<file path="src/rtl/serial_add_ctrl.sv">
// Bit-serial wide adder sequencer: feeds one 3-bit slice per clock to an
// external combinational adder_3bit and collects sum and carry, LSB slice first.
module serial_add_ctrl #(
    parameter int unsigned NSLICE = 4
) (
    input  logic                  clk,
    input  logic                  rst,
    input  logic                  start,
    input  logic [3*NSLICE-1:0]   op_a,
    input  logic [3*NSLICE-1:0]   op_b,
    input  logic                  cin,
    output logic                  busy,
    output logic                  done,
    output logic [3*NSLICE-1:0]   result,
    output logic                  cout,
    output logic [2:0]            A,
    output logic [2:0]            B,
    output logic                  Cin,
    input  logic [2:0]            Sum,
    input  logic                  Cout
);

    localparam int unsigned W  = 3 * NSLICE;
    localparam int unsigned IW = (NSLICE > 1) ? $clog2(NSLICE) : 1;
    localparam logic [IW-1:0] LAST_IDX = IW'(NSLICE - 1);

    typedef enum logic [1:0] {
        S_IDLE = 2'd0,
        S_RUN  = 2'd1,
        S_DONE = 2'd2
    } state_t;

    state_t          state_q;
    logic [W-1:0]    a_q;
    logic [W-1:0]    b_q;
    logic [W-1:0]    result_q;
    logic            carry_q;
    logic            cout_q;
    logic            busy_q;
    logic            done_q;
    logic [IW-1:0]   idx_q;

    // Sequencer: operand capture, per-slice accumulation and the done pulse
    always_ff @(posedge clk or posedge rst) begin
        if (rst) begin
            state_q  <= S_IDLE;
            a_q      <= '0;
            b_q      <= '0;
            result_q <= '0;
            carry_q  <= 1'b0;
            cout_q   <= 1'b0;
            busy_q   <= 1'b0;
            done_q   <= 1'b0;
            idx_q    <= '0;
        end else begin
            case (state_q)
                S_IDLE: begin
                    if (start) begin
                        a_q      <= op_a;
                        b_q      <= op_b;
                        carry_q  <= cin;
                        idx_q    <= '0;
                        result_q <= '0;
                        cout_q   <= 1'b0;
                        busy_q   <= 1'b1;
                        state_q  <= S_RUN;
                    end
                end
                S_RUN: begin
                    for (int i = 0; i < int'(NSLICE); i++) begin
                        if (idx_q == IW'(i)) begin
                            result_q[3*i +: 3] <= Sum;
                        end
                    end
                    carry_q <= Cout;
                    if (idx_q == LAST_IDX) begin
                        cout_q  <= Cout;
                        busy_q  <= 1'b0;
                        done_q  <= 1'b1;
                        state_q <= S_DONE;
                    end else begin
                        idx_q <= idx_q + IW'(1);
                    end
                end
                S_DONE: begin
                    done_q  <= 1'b0;
                    state_q <= S_IDLE;
                end
                default: begin
                    state_q <= S_IDLE;
                end
            endcase
        end
    end

    // Slice mux toward the adder; quiet outside RUN
    always_comb begin
        A   = 3'b000;
        B   = 3'b000;
        Cin = 1'b0;
        if (state_q == S_RUN) begin
            Cin = carry_q;
            for (int i = 0; i < int'(NSLICE); i++) begin
                if (idx_q == IW'(i)) begin
                    A = a_q[3*i +: 3];
                    B = b_q[3*i +: 3];
                end
            end
        end
    end

    assign busy   = busy_q;
    assign done   = done_q;
    assign result = result_q;
    assign cout   = cout_q;

endmodule

</file>
<file path="config.mk">
export PLATFORM = sky130hd
export DESIGN_NAME = serial_add_ctrl
export DESIGN_NICKNAME = d
export VERILOG_FILES = /design/src/rtl/serial_add_ctrl.sv
export SDC_FILE = /design/constraint.sdc
export NUM_CORES = 1
export LEC_CHECK = 0
export ABC_AREA = 0
export CAP_MARGIN = 0
export CORE_UTILIZATION = 40
export DETAILED_ROUTE_END_ITERATION = 12
export GPL_ROUTABILITY_DRIVEN = 0
export PLACE_DENSITY = 0.68
export SLEW_MARGIN = 10
export SYNTH_ARGS = -nofsm -noshare
export SYNTH_HDL_FRONTEND = slang
export SYNTH_SLANG_ARGS = --single-unit
</file>
<file path="constraint.sdc">
create_clock -name clk -period 1.7 [get_ports clk]
set_input_delay 0.17 -clock clk [delete_from_list [all_inputs] [get_ports clk]]
set_output_delay 0.17 -clock clk [all_outputs]
set_load 0.02 [all_outputs]
</file>
* Yosys cells after proc, flatten, opt, wreduce, memory -nomap -nowiden
Cells that the tools add are included.
** Operators by class
- Add/subtract/negate cells :: 1
- Multiplexer cells :: 33
- Reductions and logical operators :: 13
- Equality and inequality tests :: 11
** Operators with widths (number)
- $mux W3 :: 14
- $pmux W12 S2 :: 1
- $reduce_and A3 Y1 :: 5
- $mux W12 :: 1
- $ne A2 B2 Y1 const B :: 6
- $mux W2 :: 4
- $pmux W1 S2 :: 4
- $pmux W2 S2 :: 2
- $reduce_and A2 Y1 :: 4
- $mux W1 :: 7
- $eq A2 B2 Y1 const B :: 3
- $eq A2 B1 Y1 const B :: 2
- $logic_not A2 Y1 :: 2
- $reduce_bool A2 Y1 :: 2
- $add A2 B1 Y2 const B :: 1
** Word-level totals
- Output and inout port bits :: 22
- Bits of input ports :: 32
- Word-level logic and storage cells :: 70
- Bits in registers :: 44

* Longest topological paths before layout
Gate-level depths: netlist of the first run.
- Depth after elaboration :: 6
- Gate-level depth with buffers :: 6
- Gate-level depth less buffers :: 5

* Least setup slack after synthesis of the first run
Ideal clock, no wire load.
- Path type :: register -> output
- Start :: register idx_q[1]
- End :: output A[0]
- Arrival time :: 1.657 ns
- Data required time :: 1.530 ns
- Slack :: -0.127 ns
- Buffers on the path :: 1
- Stages on the path, launching flop included :: 7
- Cell sequence :: dfrtp_1 > inv_1 > ha_1 > clkbuf_1 > nor2b_1 > a221oi_1 > o21ai_0
** Between the ends
- Word-level cells in the longest chain between the ends :: 6
- Elaborated cells between the ends (all ways) :: 9
- Classes of those cells :: eq/ne (3); mux (5); reduce/logical (1)
** Ends and longest elaborated chain
- start, declared :: RTL line 41 : logic [IW-1:0] idx_q;
- start signal, assigned :: RTL line 82 : idx_q <= idx_q + IW'(1);
- $logic_not A2 Y1 :: RTL line 104 : if (idx_q == IW'(i)) begin
- $mux W3 (3 in a row) :: RTL line 104
- $mux W3 * :: RTL line 104
- $mux W3 * :: RTL line 101 : if (state_q == S_RUN) begin
- end, declared :: RTL line 16 : output logic [2:0] A,
Mark *: on every way between the ends. The rest lies on a longest branch, timed or not.

* Final worst setup path of the first run
- Start :: register idx_q[0]
- End :: output A[1]
Same word-level chain as after synthesis.

==> flow_summary.toml, run 1 <==
[status]
violations = "setup timing"
outcome = "complete, but fails checks"

[cts]
clock_latency_ns = 0.30
tritoncts = "done"
clockBufferDepth = 2
cts_buffers = 5
clock_sinks = 44
cts_max_level = 2
cts_root_buf = "clkbuf_8"
clkTransAtPathRegs_ns = 0.08

[synthesis]
postSynthRegisterBits = 44
syn_nets = 191
syn_inst = 155
synth_cell_types = 22
synth.avg_cell_area_um2 = 12.8
synth_area_um2 = 1990
yosysWarnings = 0
yosysSeqAreaShare_pct = 55.4

[power_and_ir_drop]
power_frac_clock_pct = 13.5
internal_power_mw = 3.66
pwr-share-seq_pct = 33.0
peakVddDrop_mv = 1.01
swShare_pct = 37.3
power_density_nw_per_um2 = 1980
power_mw = 5.83
pwr-share-comb_pct = 53.5
leakage_nw = 1.26
netSwitchingPower_mw = 2.18

[sta]
slew_violations = 0
hold_viol = 0
rsz0062_at_grt = "true"
setup_violations = 6
clock_skew_ns = 0.00625
worst_slack_ns = -0.211
period_needed_ns = 1.91
fmax_ghz = 0.523
post-route-period-util_pct = 112
relSlewSlack_pct = 58.7
worstMarginPinSlew_ns = 0.616

[placed_design]
io_buffers = 53
dp.final_hpwl_um = 3400
place_worst_setup_slack_ns = -0.595
dpl.cell_count = 287

[finish]
drive_above_1_share_pct = 34.9
nets = 264
n_antenna_cell = 0
stdcell_count = 296
area_growth_pct = 48.0

[grt]
antenna_found_initial = 0
grt_pass1_vias = 1595
grt_pass1_wl_um = 7710
grt_max_degree = 45
overflow = 0
grt.total_usage_pct = 20.0

[route]
drtIter0Drc = 74
remaining_drc_errors = 0
totalWireLength_um = 4810
drt-pass1-iter-count = 4
ant_nets = 0
vias_per_cell = 5.18
num_vias = 1532
routedWlPerCell_um = 16.2

[setup_path]
crit_arrival_ns = 1.74
worstSetupEndpointType = "output pin"
crit_type = "register to output pin"
start_kind = "register"
cp_data_required_time_ns = 1.53
path_max_fanout = 6

[floorplanning]
core-area_um2 = 4750
initial_core_util_pct = 41.8
rows = 25
dieArea_um2 = 5250
die_y_um = 72.5
die_w_um = 72.5
ios = 54

[run]
max_cap_violations = 0

[worst_hold_path]
hp-class = "primary input to async pin"
[flip-flops by register name, summed over array words and instances, names as in the netlist, 2 cells and up]
register  count
result       12
a_q          12
b_q          12
state_q       2
idx_q         2
[cell usage after synthesis]
library cell  instances  area, µm²
inv_1                 9       33.8
nor2_1                2       7.51
and3b_1               1       8.76
a31oi_1               1       6.26
o21ai_0              13       65.1
a22o_1               24        210
nand2_1               6       22.5
nor3b_2               1       12.5
clkbuf_1              2       7.51
buf_2                 3       15.0
a22oi_1               1       7.51
o21ai_1               1       5.00
nor3b_4               1       18.8
buf_6                 2       22.5
mux2_2               25        282
a21o_1                1       7.51
o21bai_1              1       7.51
dfrtp_1              44       1100
nor2b_1               6       37.5
ha_1                  4       50.1
and2_1                1       6.26
a221oi_1              6       52.6
[final timing paths]
| kind | start | endpoint | slack, ns | depth (start not counted) |
|---|---|---|---|---|
| max reg2reg | idx_q[0] | result[6] | 0.08 | 7 |
| min | rst | result[5] | 0.32 | 3 |
| max in group asynchronous | rst | idx_q[0] | 0.98 | 3 |
| max | idx_q[0] | A[1] | -0.21 | 6 |
| min reg2reg | result[11] | result[11] | 0.51 | 1 |
| min in group clk | op_b[4] | b_q[4] | 0.48 | 2 |
[routing by layer]
metal  GRT usage [%]  wire, µm
met1            23.8      2040
met2            34.8      2480
met3            5.42       228
met4            6.75        63
met5               0         0
[power groups by stage]
stage	clock [mW]	combinational, mW	sequential, mW
after floorplan	0	1.57	1.95
after global placement	0	2.77	1.85
after detailed placement	0	2.87	1.88
after CTS	0.817	2.92	1.89
after global routing	0.861	3.36	1.99
final	0.789	3.12	1.93
[cell type report]
class / instances / area (µm²)
fill: 403 / 1810
inverter: 9 / 33.8
timing repair buffer: 73 / 696
clock buffer: 5 / 68.8
multi-input combinational: 95 / 915
tap: 67 / 83.8
clock inverter: 3 / 42.5
sequential: 44 / 1100
[cell families (layout without fill, tap and decap cells)]
kind of cell | after synthesis | count (layout) | synth area share, %
compound gates | 48 | 48 | 18.2
flops | 44 | 44 | 55.4
mux | 25 | 25 | 14.2
simple gates | 18 | 18 | 5.73
buf+inv | 16 | 90 | 3.97
fa+ha+maj | 4 | 4 | 2.52
[what timing repair did]
action                                  4_1_cts  5_1_grt
endpoints found under the setup margin       11        9
pin swaps                                     4        3
setup buffers                                 1        0
gates resized for setup                      45       22
hold buffers                                  0        0
hold endpoints to repair                      0        0
[cells in the final DEF, fill, tap and decap left out, drive strengths merged]
master,count
and2,1
a21o,1
nor2b,6
a22o,24
clkinvlp,1
o21bai,1
nor2,2
nand2,6
inv,9
nor3b,2
o21ai,14
clkinv,1
a31oi,1
buf,26
and3b,1
mux2,25
a221oi,6
clkbuf,6
clkdlybuf4s50,46
ha,4
dfrtp,44
bufinv,1
a22oi,1
[metrics by stage]
step	util (%)	area [µm²]	setup TNS [ns]	hold WS [ns]
floorplan	-	1990	0	0.305
global placement	57.0	2710	-2.80	0.484
detailed placement	57.0	2710	-3.53	0.482
CTS	60.2	2860	-1.09	0.342
global route	61.9	2940	-1.67	0.402
finish	61.9	2940	-1.04	0.322
[critical path, cell delays in order (launching register included)]
cell	delay (ns)
dfrtp_2	0.45
inv_2	0.10
ha_4	0.13
nor2b_4	0.31
a221oi_4	0.11
o21ai_1	0.17
buf_4	0.16
Note: power is estimated with default switching activity, not from simulation.
==> inputs of run 2 (changes only) <==
GPL_TIMING_DRIVEN = 0   (was default)
==> run 2 against run 1 <==
  * Critical path type unchanged
  * Final cell count decreased by 0.34%
  * Critical path depth unchanged
  * Sequential share of layout area about the same
  * Hold slack got worse by 0.18 ns
  * Via count increased by 2.1%
  * The run still ends with setup timing left
  * Critical endpoint unchanged
  * Largest power group unchanged
  * Die area unchanged
  * Design area increased by 0.13%
  * Fmax increased by 0.27%
==> flow_summary.toml, run 2 (synthesis gave the netlist of run 1 again) <==
[route]
drtIter0Drc = 88
vias_per_cell = 5.30
drt-pass1-iter-count = 4
routedWlPerCell_um = 16.1
totalWireLength_um = 4750
remaining_drc_errors = 0
ant_nets = 0
num_vias = 1564

[finish]
area_growth_pct = 48.2
drive_above_1_share_pct = 35.1
stdcell_count = 295
n_antenna_cell = 0
nets = 263
layout_common_cells = "clkdlybuf4s50_1 (46), dfrtp_1 (42), mux2_2 (25), a22o_1 (24), buf_4 (14)"
stdcell_area_um2 = 2950
nFillCells = 372
final_common_cell = "clkdlybuf4s50_1"
fin_util_pct = 61.9

[cts]
clock_sinks = 44
cts_buffers = 5
clkTransAtPathRegs_ns = 0.08
clock_latency_ns = 0.30
cts_root_buf = "clkbuf_8"
clockBufferDepth = 2
cts_max_level = 2
cts_hold_buf = 0
tritoncts = "done"

[power_and_ir_drop]
power_mw = 5.81
leakage_nw = 1.26
power_density_nw_per_um2 = 1970
peakVddDrop_mv = 0.920

[floorplanning]
die_w_um = 72.5
dieArea_um2 = 5250
rows = 25
die_y_um = 72.5
core-area_um2 = 4750
initial_core_util_pct = 41.8
ios = 54

[setup_path]
worstSetupEndpointType = "output pin"
regToRegStartpoint = "state_q[1]"
crit_path_start = "idx_q[1]"
path_max_fanout = 6
start_kind = "register"
critPathTopFamily = "flip-flops"
crit_buf_inv = 2
crit_arrival_ns = 1.74
cp_data_required_time_ns = 1.53
crit_chain = "inv_4 > ha_4 > nor2b_4 > a221oi_2 > o21ai_1 > buf_4"
slowest_delay_ns = 0.47
slowest_stage = "dfrtp_2"
crit_type = "register to output pin"

[sta]
hold_viol = 0
setup_violations = 6
post-route-period-util_pct = 112
period_needed_ns = 1.91
worstMarginPinSlew_ns = 0.638
relSlewSlack_pct = 57.2
rsz0062_at_grt = "true"
clock_skew_ns = 0.00889
slew_violations = 0
fmax_ghz = 0.525
fin_hold_ws_ns = 0.140
worst_slack_ns = -0.206

[grt]
grt_pass1_vias = 1614
overflow = 0
grt.total_usage_pct = 19.8
grt_pass1_wl_um = 7780
grt_max_degree = 33
antenna_found_initial = 0

[run]
max_cap_violations = 0

[placed_design]
dp.final_hpwl_um = 3320
place_area_um2 = 2620
dpl.cell_count = 276
io_buffers = 53

[worst_hold_path]
hp-class = "primary input to async pin"

[status]
violations = "setup timing"
outcome = "complete, but fails checks"
run 2: cell types whose count changed in the layout (fill, tap and decap cells not counted), moves of 2 or more:
cell,before,now
buf_4,20,14
buf_2,0,2
o21ai_2,0,3
o21ai_0,3,1
inv_4,0,2
buf_12,1,3
run 2: worst paths after layout:
| kind | cells past startpoint | slack (ns) | end |
|---|---|---|---|
| worst min register to register | 1 | 0.51 | result[11] |
| max in group asynchronous | 3 | 1.07 | idx_q[0] |
| min in group clk | 2 | 0.48 | a_q[4] |
| worst max register to register | 5 | 0.13 | b_q[1] |
| worst max-delay path | 6 | -0.21 | A[1] |
| worst min-delay path | 2 | 0.14 | b_q[9] |
run 2: what timing repair did:
action | in CTS | in global routing
endpoints found under the setup margin | 28 | 7
resized for setup | 62 | 8
pin swaps | 8 | 8
buffers inserted | 10 | 2
run 2: report_power, final:
| group | switching (mW) | internal (mW) |
|---|---|---|
| logic | 1.48 | 1.74 |
| registers | 0.362 | 1.55 |
| clock network | 0.349 | 0.324 |
run 2: cell type report:
type / instances / area, µm² / share of cell area [%]
tap: 67 / 83.8 / 2.85
inverter: 9 / 38.8 / 1.32
timing repair buffer: 66 / 658 / 22.3
sequential: 44 / 1100 / 37.5
multi-input combinational: 95 / 921 / 31.3
buffer: 6 / 47.5 / 1.61
clock inverter: 2 / 10.0 / 0.340
clock buffer: 6 / 82.6 / 2.80
run 2: layer usage:
layer  part of all wire, %  track usage (%)
met3                   5.2             4.72
met4                   2.2             8.06
met2                    49             33.2
met5                     0                0
met1                    43             24.5
run 2: metrics by stage:
| step | setup WS [ns] | TNS (ns) |
|---|---|---|
| after floorplan | 0.0253 | 0 |
| after global placement | -0.826 | -22.89 |
| after detailed placement | -0.797 | -10.0 |
| after CTS | -0.175 | -0.996 |
| after global routing | -0.272 | -1.50 |
| final | -0.206 | -1.04 |
